**config.mk**
```make
export PLATFORM = sky130hd
export DESIGN_NAME = usr_serial_deserializer
export DESIGN_NICKNAME = d
export VERILOG_FILES = /design/src/rtl/usr_serial_deserializer_pkg.sv /design/src/rtl/usr_serial_deserializer_hold_buf.sv /design/src/rtl/usr_serial_deserializer.sv
export SDC_FILE = /design/constraint.sdc
export NUM_CORES = 1
export LEC_CHECK = 0
export BUFFER_PORTS_ARGS = -buffer_cell sky130_fd_sc_hd__buf_2
export CAP_MARGIN = 40
export CORE_UTILIZATION = 25
export CTS_CLUSTER_DIAMETER = 30
export DETAILED_ROUTE_END_ITERATION = 6
export PLACE_DENSITY = 0.46
export SYNTH_ARGS = -nofsm -noshare
export SYNTH_HDL_FRONTEND = slang
export SYNTH_HIERARCHICAL = 1
export SYNTH_SLANG_ARGS = --single-unit
```
**constraint.sdc**
```tcl
create_clock -name i_clk -period 1.7 [get_ports i_clk]
set_clock_uncertainty 0.05 [all_clocks]
set_input_delay 0.17 -clock i_clk [delete_from_list [all_inputs] [get_ports i_clk]]
set_output_delay 0.17 -clock i_clk [all_outputs]
set_load 0.03 [all_outputs]
```
**src/rtl/usr_serial_deserializer_pkg.sv**
```systemverilog
// Shared state encoding and stream-direction constants for the serial deserializer.
package usr_pkg;

    typedef enum logic [1:0] {
        ST_IDLE  = 2'd0,
        ST_SHIFT = 2'd1,
        ST_PAR   = 2'd2
    } usr_state_e;

    localparam logic DIR_LSB_FIRST = 1'b0;
    localparam logic DIR_MSB_FIRST = 1'b1;

endpackage

```
**src/rtl/usr_serial_deserializer_hold_buf.sv**
```systemverilog
// One-entry valid/ready holding register; a word completing while the entry is
// occupied and not being read is dropped and flagged in the sticky overrun bit.
module usr_hold_buf
    import usr_pkg::*;
#(
    parameter int DATA_WIDTH = 4
) (
    input  logic                  i_clk,
    input  logic                  clr,
    input  logic                  sync_clr,
    input  logic                  load,
    input  logic [DATA_WIDTH-1:0] word,
    input  logic                  perr,
    input  logic                  out_ready,
    output logic [DATA_WIDTH-1:0] q_out,
    output logic                  out_valid,
    output logic                  out_perr,
    output logic                  overrun
);

    // A read and a new completion on the same edge reload the entry directly.
    always_ff @(posedge i_clk or negedge clr) begin
        if (!clr) begin
            q_out     <= '0;
            out_valid <= 1'b0;
            out_perr  <= 1'b0;
            overrun   <= 1'b0;
        end else if (sync_clr) begin
            q_out     <= '0;
            out_valid <= 1'b0;
            out_perr  <= 1'b0;
            overrun   <= 1'b0;
        end else if (load) begin
            if (!out_valid || out_ready) begin
                q_out     <= word;
                out_perr  <= perr;
                out_valid <= 1'b1;
            end else begin
                overrun <= 1'b1;
            end
        end else if (out_valid && out_ready) begin
            out_valid <= 1'b0;
        end
    end

endmodule

```
**src/rtl/usr_serial_deserializer.sv**
```systemverilog
// Serial-to-parallel word assembler (LSB- or MSB-first) feeding a one-entry holding buffer.
// Define PARITY_CHECK_EN to consume a trailing even-parity bit per word and report out_perr.
module usr_serial_deserializer
    import usr_pkg::*;
#(
    parameter int DATA_WIDTH = 4,
    parameter int CNT_WIDTH  = 3
) (
    input  logic                  i_clk,
    input  logic                  clr,
    input  logic                  sync_clr,
    input  logic                  ser_in,
    input  logic                  ser_valid,
    input  logic                  dir,
    output logic [DATA_WIDTH-1:0] q_out,
    output logic                  out_valid,
    input  logic                  out_ready,
    output logic                  out_perr,
    output logic                  busy,
    output logic                  overrun
);

    localparam logic [CNT_WIDTH-1:0] LAST_CNT = CNT_WIDTH'(DATA_WIDTH - 1);

    usr_state_e            state;
    logic [DATA_WIDTH-1:0] sreg;
    logic [DATA_WIDTH-1:0] shifted;
    logic [CNT_WIDTH-1:0]  cnt;
    logic                  word_dir;
    logic                  shift_dir;
    logic                  load;
    logic [DATA_WIDTH-1:0] load_word;
    logic                  load_perr;

    // The first bit of a word uses the live dir input; later bits use the latched one.
    always_comb begin
        shift_dir = (state == ST_IDLE) ? dir : word_dir;
        if (shift_dir == DIR_MSB_FIRST) begin
            shifted = {sreg[DATA_WIDTH-2:0], ser_in};
        end else begin
            shifted = {ser_in, sreg[DATA_WIDTH-1:1]};
        end
    end

`ifdef PARITY_CHECK_EN
    assign load      = (state == ST_PAR) && ser_valid;
    assign load_word = sreg;
    assign load_perr = (^sreg) ^ ser_in;
`else
    assign load      = (state == ST_SHIFT) && ser_valid && (cnt == LAST_CNT);
    assign load_word = shifted;
    assign load_perr = 1'b0;
`endif

    always_ff @(posedge i_clk or negedge clr) begin
        if (!clr) begin
            state    <= ST_IDLE;
            sreg     <= '0;
            cnt      <= '0;
            word_dir <= DIR_LSB_FIRST;
        end else if (sync_clr) begin
            state    <= ST_IDLE;
            sreg     <= '0;
            cnt      <= '0;
            word_dir <= DIR_LSB_FIRST;
        end else if (ser_valid) begin
            case (state)
                ST_IDLE: begin
                    sreg     <= shifted;
                    word_dir <= dir;
                    cnt      <= CNT_WIDTH'(1);
                    state    <= ST_SHIFT;
                end
                ST_SHIFT: begin
                    sreg <= shifted;
                    if (cnt == LAST_CNT) begin
`ifdef PARITY_CHECK_EN
                        cnt   <= cnt + 1'b1;
                        state <= ST_PAR;
`else
                        cnt   <= '0;
                        state <= ST_IDLE;
`endif
                    end else begin
                        cnt <= cnt + 1'b1;
                    end
                end
                ST_PAR: begin
                    cnt   <= '0;
                    state <= ST_IDLE;
                end
                default: begin
                    cnt   <= '0;
                    state <= ST_IDLE;
                end
            endcase
        end
    end

    assign busy = (state != ST_IDLE);

    usr_hold_buf #(
        .DATA_WIDTH(DATA_WIDTH)
    ) u_hold_buf (
        .i_clk    (i_clk),
        .clr      (clr),
        .sync_clr (sync_clr),
        .load     (load),
        .word     (load_word),
        .perr     (load_perr),
        .out_ready(out_ready),
        .q_out    (q_out),
        .out_valid(out_valid),
        .out_perr (out_perr),
        .overrun  (overrun)
    );

endmodule

```
==> impl_metrics.tcl, run 1 <==
set metrics [dict create \
    status "completed" \
    leakagePower_nw 0.457 \
    dr.pass1.iters 4 \
    switching_share 0.257 \
    cp-end-kind "flip-flop" \
    synth_edf_count 0 \
    powerDensity_nw_per_um2 725 \
    vias_per_cell 4.04 \
    seq_area_sq_um 400 \
    pwr-share-clk 0.287 \
    reg2reg_depth 4 \
    synthCells 77 \
    clkSinkCount 16 \
    die_area_sq_um 3470 \
    syn-num-nets 85 \
    hp-start "out_ready" \
    crit_type "reg2reg" \
    cp-start-kind "flip-flop" \
    grt_pass1_wl_um 2630 \
    fin_ws_ps 215 \
    slowest_stage "dfrtp_1" \
    slew_viol_final 0 \
    layout_min_cycle_time_ps 1490 \
    portBuffers 14 \
    ant_nets 0 \
    worstPathRequired_ps 1830 \
    clockBufferDepth 2 \
    ys.flop_type "dfrtp_1" \
    grt_use_total 0.107 \
    worstHoldPathCells 4 \
    synth_top_area_cell "dfrtp_1" \
    dp_hpwl_um 1090 \
    grt-ovfl-total 0 \
    hold_violations 0 \
    drive_gt1_frac 0.287 \
    cts_tree "built" \
    internal-power_mw 0.521 \
    rsz0062_at_grt "false" \
    setup_tns_ps 0 \
    synth_area_per_cell_sq_um 10.5 \
    rows 20 \
    core_area_sq_um 3050 \
    ys_ff_latch 16 \
    die-height_um 58.9 \
    die_x_um 58.9 \
    ys_async_sr_fraction 1.00 \
    clock_latency_ps 280 \
    yosysUniqueCellTypes 21 \
    r2r_end "sreg[1]" \
    numCtsBuffers 3 \
    root_buffer "clkbuf_4" \
    peakVddDrop_mv 0.226 \
    hold_ws_ps 134 \
    seq_area_frac_synth 0.495 \
    drtIter0Drc 19 \
    route.detailed.drc 0 \
    wl_per_cell_um 11.2 \
    start_util 0.265 \
    io_pins 15 \
    p_sw_mw 0.180 \
    cts.clk_slew.worst_paths_ps 90 \
    netlist_top_cells_area "dfrtp_1, nand2b_1, mux2_4, nor2_1, mux2i_1" \
    min_period_over_period 0.874 \
    power_frac_seq 0.575 \
    post_cts_buffers 0 \
    max_cap_violations 0 \
    ys.warnings.count 6 \
    htreeDepth 1 \
    synthTopCellsByCount "dfrtp_1, nor2_1, nand2b_1, mux2i_1" \
    p_comb_frac 0.138 \
    antenna_found_initial 0 \
    nets 104 \
    totalWireLength_um 1550 \
    syn_to_final_growth_pct 19.5 \
    yosysTopAreaCellShare 0.495 \
    cp_data_arrival_time_ps 1620 \
    setup_violations 0 \
    fmax_ghz 0.673 \
    synth_area_sq_um 810 \
    multiInputGateArea_sq_um 375 \
    grt_max_degree 22 \
    cp_cell_sequence "mux2i_2 -> buf_4 -> mux2_4 -> o21a_1" \
    place_congestion 0.696 \
    hp-class "in2reg" \
    via_count 558 \
    total_power_mw 0.701 \
    fin_util 0.317 \
    dp_worst_setup_slack_ps 215 \
    yosysMostFrequentCell "dfrtp_1" \
    fill_cells 340 \
    r2r_slack_ps 210 \
    r2r_start "state[0]" \
    grt_pass1_vias 514 \
    path_max_fanout 6 \
    antenna_cells 0 \
    min_to "u_hold_buf/out_valid" \
    crit_path_max_incr_delay_ps 460 \
]
[power by group through the flow]
stage                     clock [mW]  sequential (mW)  combinational [mW]
after CTS                      0.217            0.403              0.0994
after floorplan                    0            0.412              0.0625
after global placement             0            0.410              0.0966
final                          0.201            0.403              0.0970
after global routing           0.234            0.405               0.109
after detailed placement           0            0.410              0.0980
[critical path: cells and delay by family, from the launching register on]
kind	cells	cell delay, ps
flops	1	460
buf+inv	1	170
compound gates	1	170
mux	2	530
[what timing repair did]
action                                 in CTS  in global routing
resized for setup                           0                  0
hold buffers                                1                  0
endpoints found under the hold margin      16                  0
[cells in the final DEF (no fill, tap or decap), types with 2 or more instances in the layout]
master,instances
a211oi_1,2
a21oi_1,4
buf_2,14
buf_4,3
clkbuf_4,3
dfrtp_1,16
inv_1,3
mux2_4,4
mux2i_1,5
nand2_1,2
nand2b_1,11
nor2_1,14
o21a_1,4
[cells by family (layout without fill, tap and decap cells)]
logic type | Yosys count | in the layout | share of synthesized area
compound gates | 10 | 10 | 0.0804
fa+ha+maj | 1 | 1 | 0.0155
buf+inv | 7 | 24 | 0.0417
flops | 16 | 16 | 0.495
mux | 10 | 10 | 0.153
other cells | 1 | 1 | 0.00463
simple gates | 32 | 32 | 0.210
[stage by stage]
stage	cells	cell area, sq um
after floorplan	77	810
after global placement	134	935
after detailed placement	134	935
after CTS	138	967
after global routing	138	967
final	138	967
[per-layer routing]
layer | global-route usage | share of wire | wire length, um
met4 | 0.0510 | 0.0078 | 12
met2 | 0.153 | 0.43 | 661
met5 | 0 | 0 | 0
met3 | 0.0330 | 0.047 | 72
met1 | 0.145 | 0.52 | 801
[registers in the layout, indices dropped and copies added, names as in the netlist]
name	count
word_dir	1
state	1
u_hold_buf/out_perr	1
cnt	3
u_hold_buf/q_out	4
u_hold_buf/out_valid	1
sreg	4
u_hold_buf/overrun	1
[worst max path at each step]
stage,slack [ps],to,start
2_1_floorplan,30,sreg[0],state[0]
3_3_place_gp,240,sreg[1],state[0]
3_5_place_dp,220,sreg[1],state[0]
4_1_cts,190,sreg[1],state[0]
5_1_grt,140,sreg[1],state[0]
6_report,210,sreg[1],state[0]
[layout make-up]
class                      instances  area share
inverter                           3      0.0116
clock buffer                       3      0.0233
tap                               44      0.0569
timing repair buffer              18       0.106
multi-input combinational         54       0.388
sequential                        16       0.414
Power figures use the tool's default switching activity.
==> run 2, diff against run 1 <==
--- a/config.mk
+++ b/config.mk
@@ -10,8 +10,7 @@
 export CORE_UTILIZATION = 25
 export CTS_CLUSTER_DIAMETER = 30
 export DETAILED_ROUTE_END_ITERATION = 6
-export PLACE_DENSITY = 0.46
+export PLACE_DENSITY = 0.47
 export SYNTH_ARGS = -nofsm -noshare
 export SYNTH_HDL_FRONTEND = slang
-export SYNTH_HIERARCHICAL = 1
 export SYNTH_SLANG_ARGS = --single-unit
==> impl_metrics.tcl, run 2 <==
set metrics [dict create \
    grt_use_total 0.118 \
    vias_per_cell 4.69 \
    worstPathRequired_ps 1840 \
    rsz0062_at_grt "false" \
    leakagePower_nw 0.402 \
    antenna_found_initial 0 \
    path_max_fanout 8 \
    clock_latency_ps 290 \
    grt_pass1_wl_um 2300 \
    multiInputGateArea_sq_um 285 \
    synthTopCellsByCount "dfrtp_1, a211oi_1, nor2_1, a21oi_1, mux2i_1" \
    die_area_sq_um 3000 \
    r2r_slack_ps 170 \
    place_congestion 0.665 \
    final_common_cell "dfrtp_1" \
    syn_to_final_growth_pct 18.5 \
    reg2reg_depth 4 \
    placed_area_sq_um 790 \
    clockBufferDepth 2 \
    wl_met1_um 686 \
    hp-start "out_ready" \
    r2r_start "cnt[0]" \
    route.detailed.drc 0 \
    numCtsBuffers 3 \
    hold_ws_ps 153 \
    synth_edf_count 0 \
    totalWireLength_um 1370 \
    hold_violations 0 \
    max_cap_violations 0 \
    cp_data_arrival_time_ps 1670 \
    ctsResizeCount 0 \
    synth_top_area_cell "dfrtp_1" \
    drive_gt1_frac 0.253 \
    grt_max_degree 17 \
    dr.max_layer_used "met4" \
    status "completed" \
    final_area_sq_um 826 \
    yosysTopAreaCellShare 0.539 \
    crit_type "reg2reg" \
    die-height_um 54.8 \
    cts_hold_buf 1 \
    die_x_um 54.8 \
    synthCells 64 \
    portBuffers 13 \
    r2r_end "u_hold_buf.q_out[3]" \
    start_util 0.274 \
    powerDensity_nw_per_um2 810 \
    layout.cells.most_common_list "dfrtp_1, buf_2, a211oi_1" \
    syn-num-nets 72 \
    root_buffer "clkbuf_4" \
    reg_top3 "sreg (4), u_hold_buf.q_out (4), cnt (3)" \
    synth_area_sq_um 697 \
    yosysUniqueCellTypes 21 \
    drtIter0Drc 2 \
    yosysMostFrequentCell "dfrtp_1" \
    dp_hpwl_um 948 \
    nets 88 \
    cp-start-kind "flip-flop" \
    fin_ws_ps 168 \
    ys_ff_latch 15 \
    stdcell_count 109 \
    fin_util 0.324 \
    wl_met3_um 72 \
    via_count 511 \
    ant_nets 0 \
    dp.cells 104 \
    antenna_cells 0 \
    synth_area_per_cell_sq_um 10.9 \
    ys.warnings.count 0 \
    grt-ovfl-total 0 \
    cts_tree "built" \
    post_cts_buffers 0 \
    layout_min_cycle_time_ps 1530 \
    cp-end-kind "flip-flop" \
    netlist_top_cells_area "dfrtp_1, a211oi_1, mux2i_1, a21oi_1, nor2_1" \
    core_area_sq_um 2540 \
    setup_tns_ps 0 \
    worstHoldPathCells 4 \
    peakVddDrop_mv 0.373 \
    fill_cells 270 \
    seq_area_sq_um 375 \
    min_period_over_period 0.901 \
    ys.flop_type "dfrtp_1" \
    hp-class "in2reg" \
    io_pins 15 \
    clkSinkCount 15 \
    min_to "u_hold_buf.overrun" \
    grt_pass1_vias 476 \
    ys_async_sr_fraction 1.00 \
    total_power_mw 0.669 \
    htreeDepth 1 \
    dr.pass1.iters 4 \
    seq_area_frac_synth 0.539 \
    wl_met2_um 595 \
    cts.clk_slew.worst_paths_ps 90 \
    setup_violations 0 \
    fmax_ghz 0.653 \
    slew_viol_final 0 \
    wl_per_cell_um 12.6 \
    dp_worst_setup_slack_ps 207 \
    rows 18 \
]
## run 2: kinds of logic (layout without fill, tap and decap cells)
group | count (synthesis) | after routing | share of synthesized area
AND/OR/NAND/NOR | 15 | 15 | 0.113
flip-flops | 15 | 15 | 0.539
AO/OA/AOI/OAI | 19 | 19 | 0.183
other | 1 | 1 | 0.00538
buffers and inverters | 8 | 23 | 0.0521
multiplexers | 5 | 5 | 0.0898
adder cells (fa/ha/maj) | 1 | 1 | 0.0180
## run 2: layout make-up
cell class | count | area share
inverters | 3 | 0.0136
well taps | 30 | 0.0455
flip-flops and latches | 15 | 0.455
multi-input cells | 41 | 0.345
repair buffers | 16 | 0.109
clock buffers | 4 | 0.0318
## run 2: per-layer routing
metal | vias to the layer above | track usage
met4 | 0 | 0.0513
met2 | 10 | 0.161
met3 | 4 | 0.0611
met5 | - | 0
met1 | 240 | 0.153
li1 | 257 | -
## run 2: worst max path at each step
stage          startpoint                   to  slack (ps)  cells after the start
6_report           cnt[0]  u_hold_buf.q_out[3]         170                      4
3_3_place_gp       cnt[0]  u_hold_buf.q_out[1]         180                      4
3_5_place_dp       cnt[0]  u_hold_buf.q_out[1]         210                      4
2_1_floorplan    state[0]              sreg[1]         200                      3
5_1_grt            cnt[0]  u_hold_buf.q_out[1]          70                      4
4_1_cts            cnt[0]  u_hold_buf.q_out[1]         190                      4
## run 2: power by group
part | switching [mW] | internal [mW]
clock network | 0.115 | 0.0912
registers | 0.0117 | 0.369
logic | 0.0476 | 0.0344
total | 0.174 | 0.495
## run 2: worst max-delay path: stages, from the launching register on
cell and delay [ps]:
dfrtp_1 410, ha_1 230, and4b_1 310, and2_4 190, a211oi_1 230
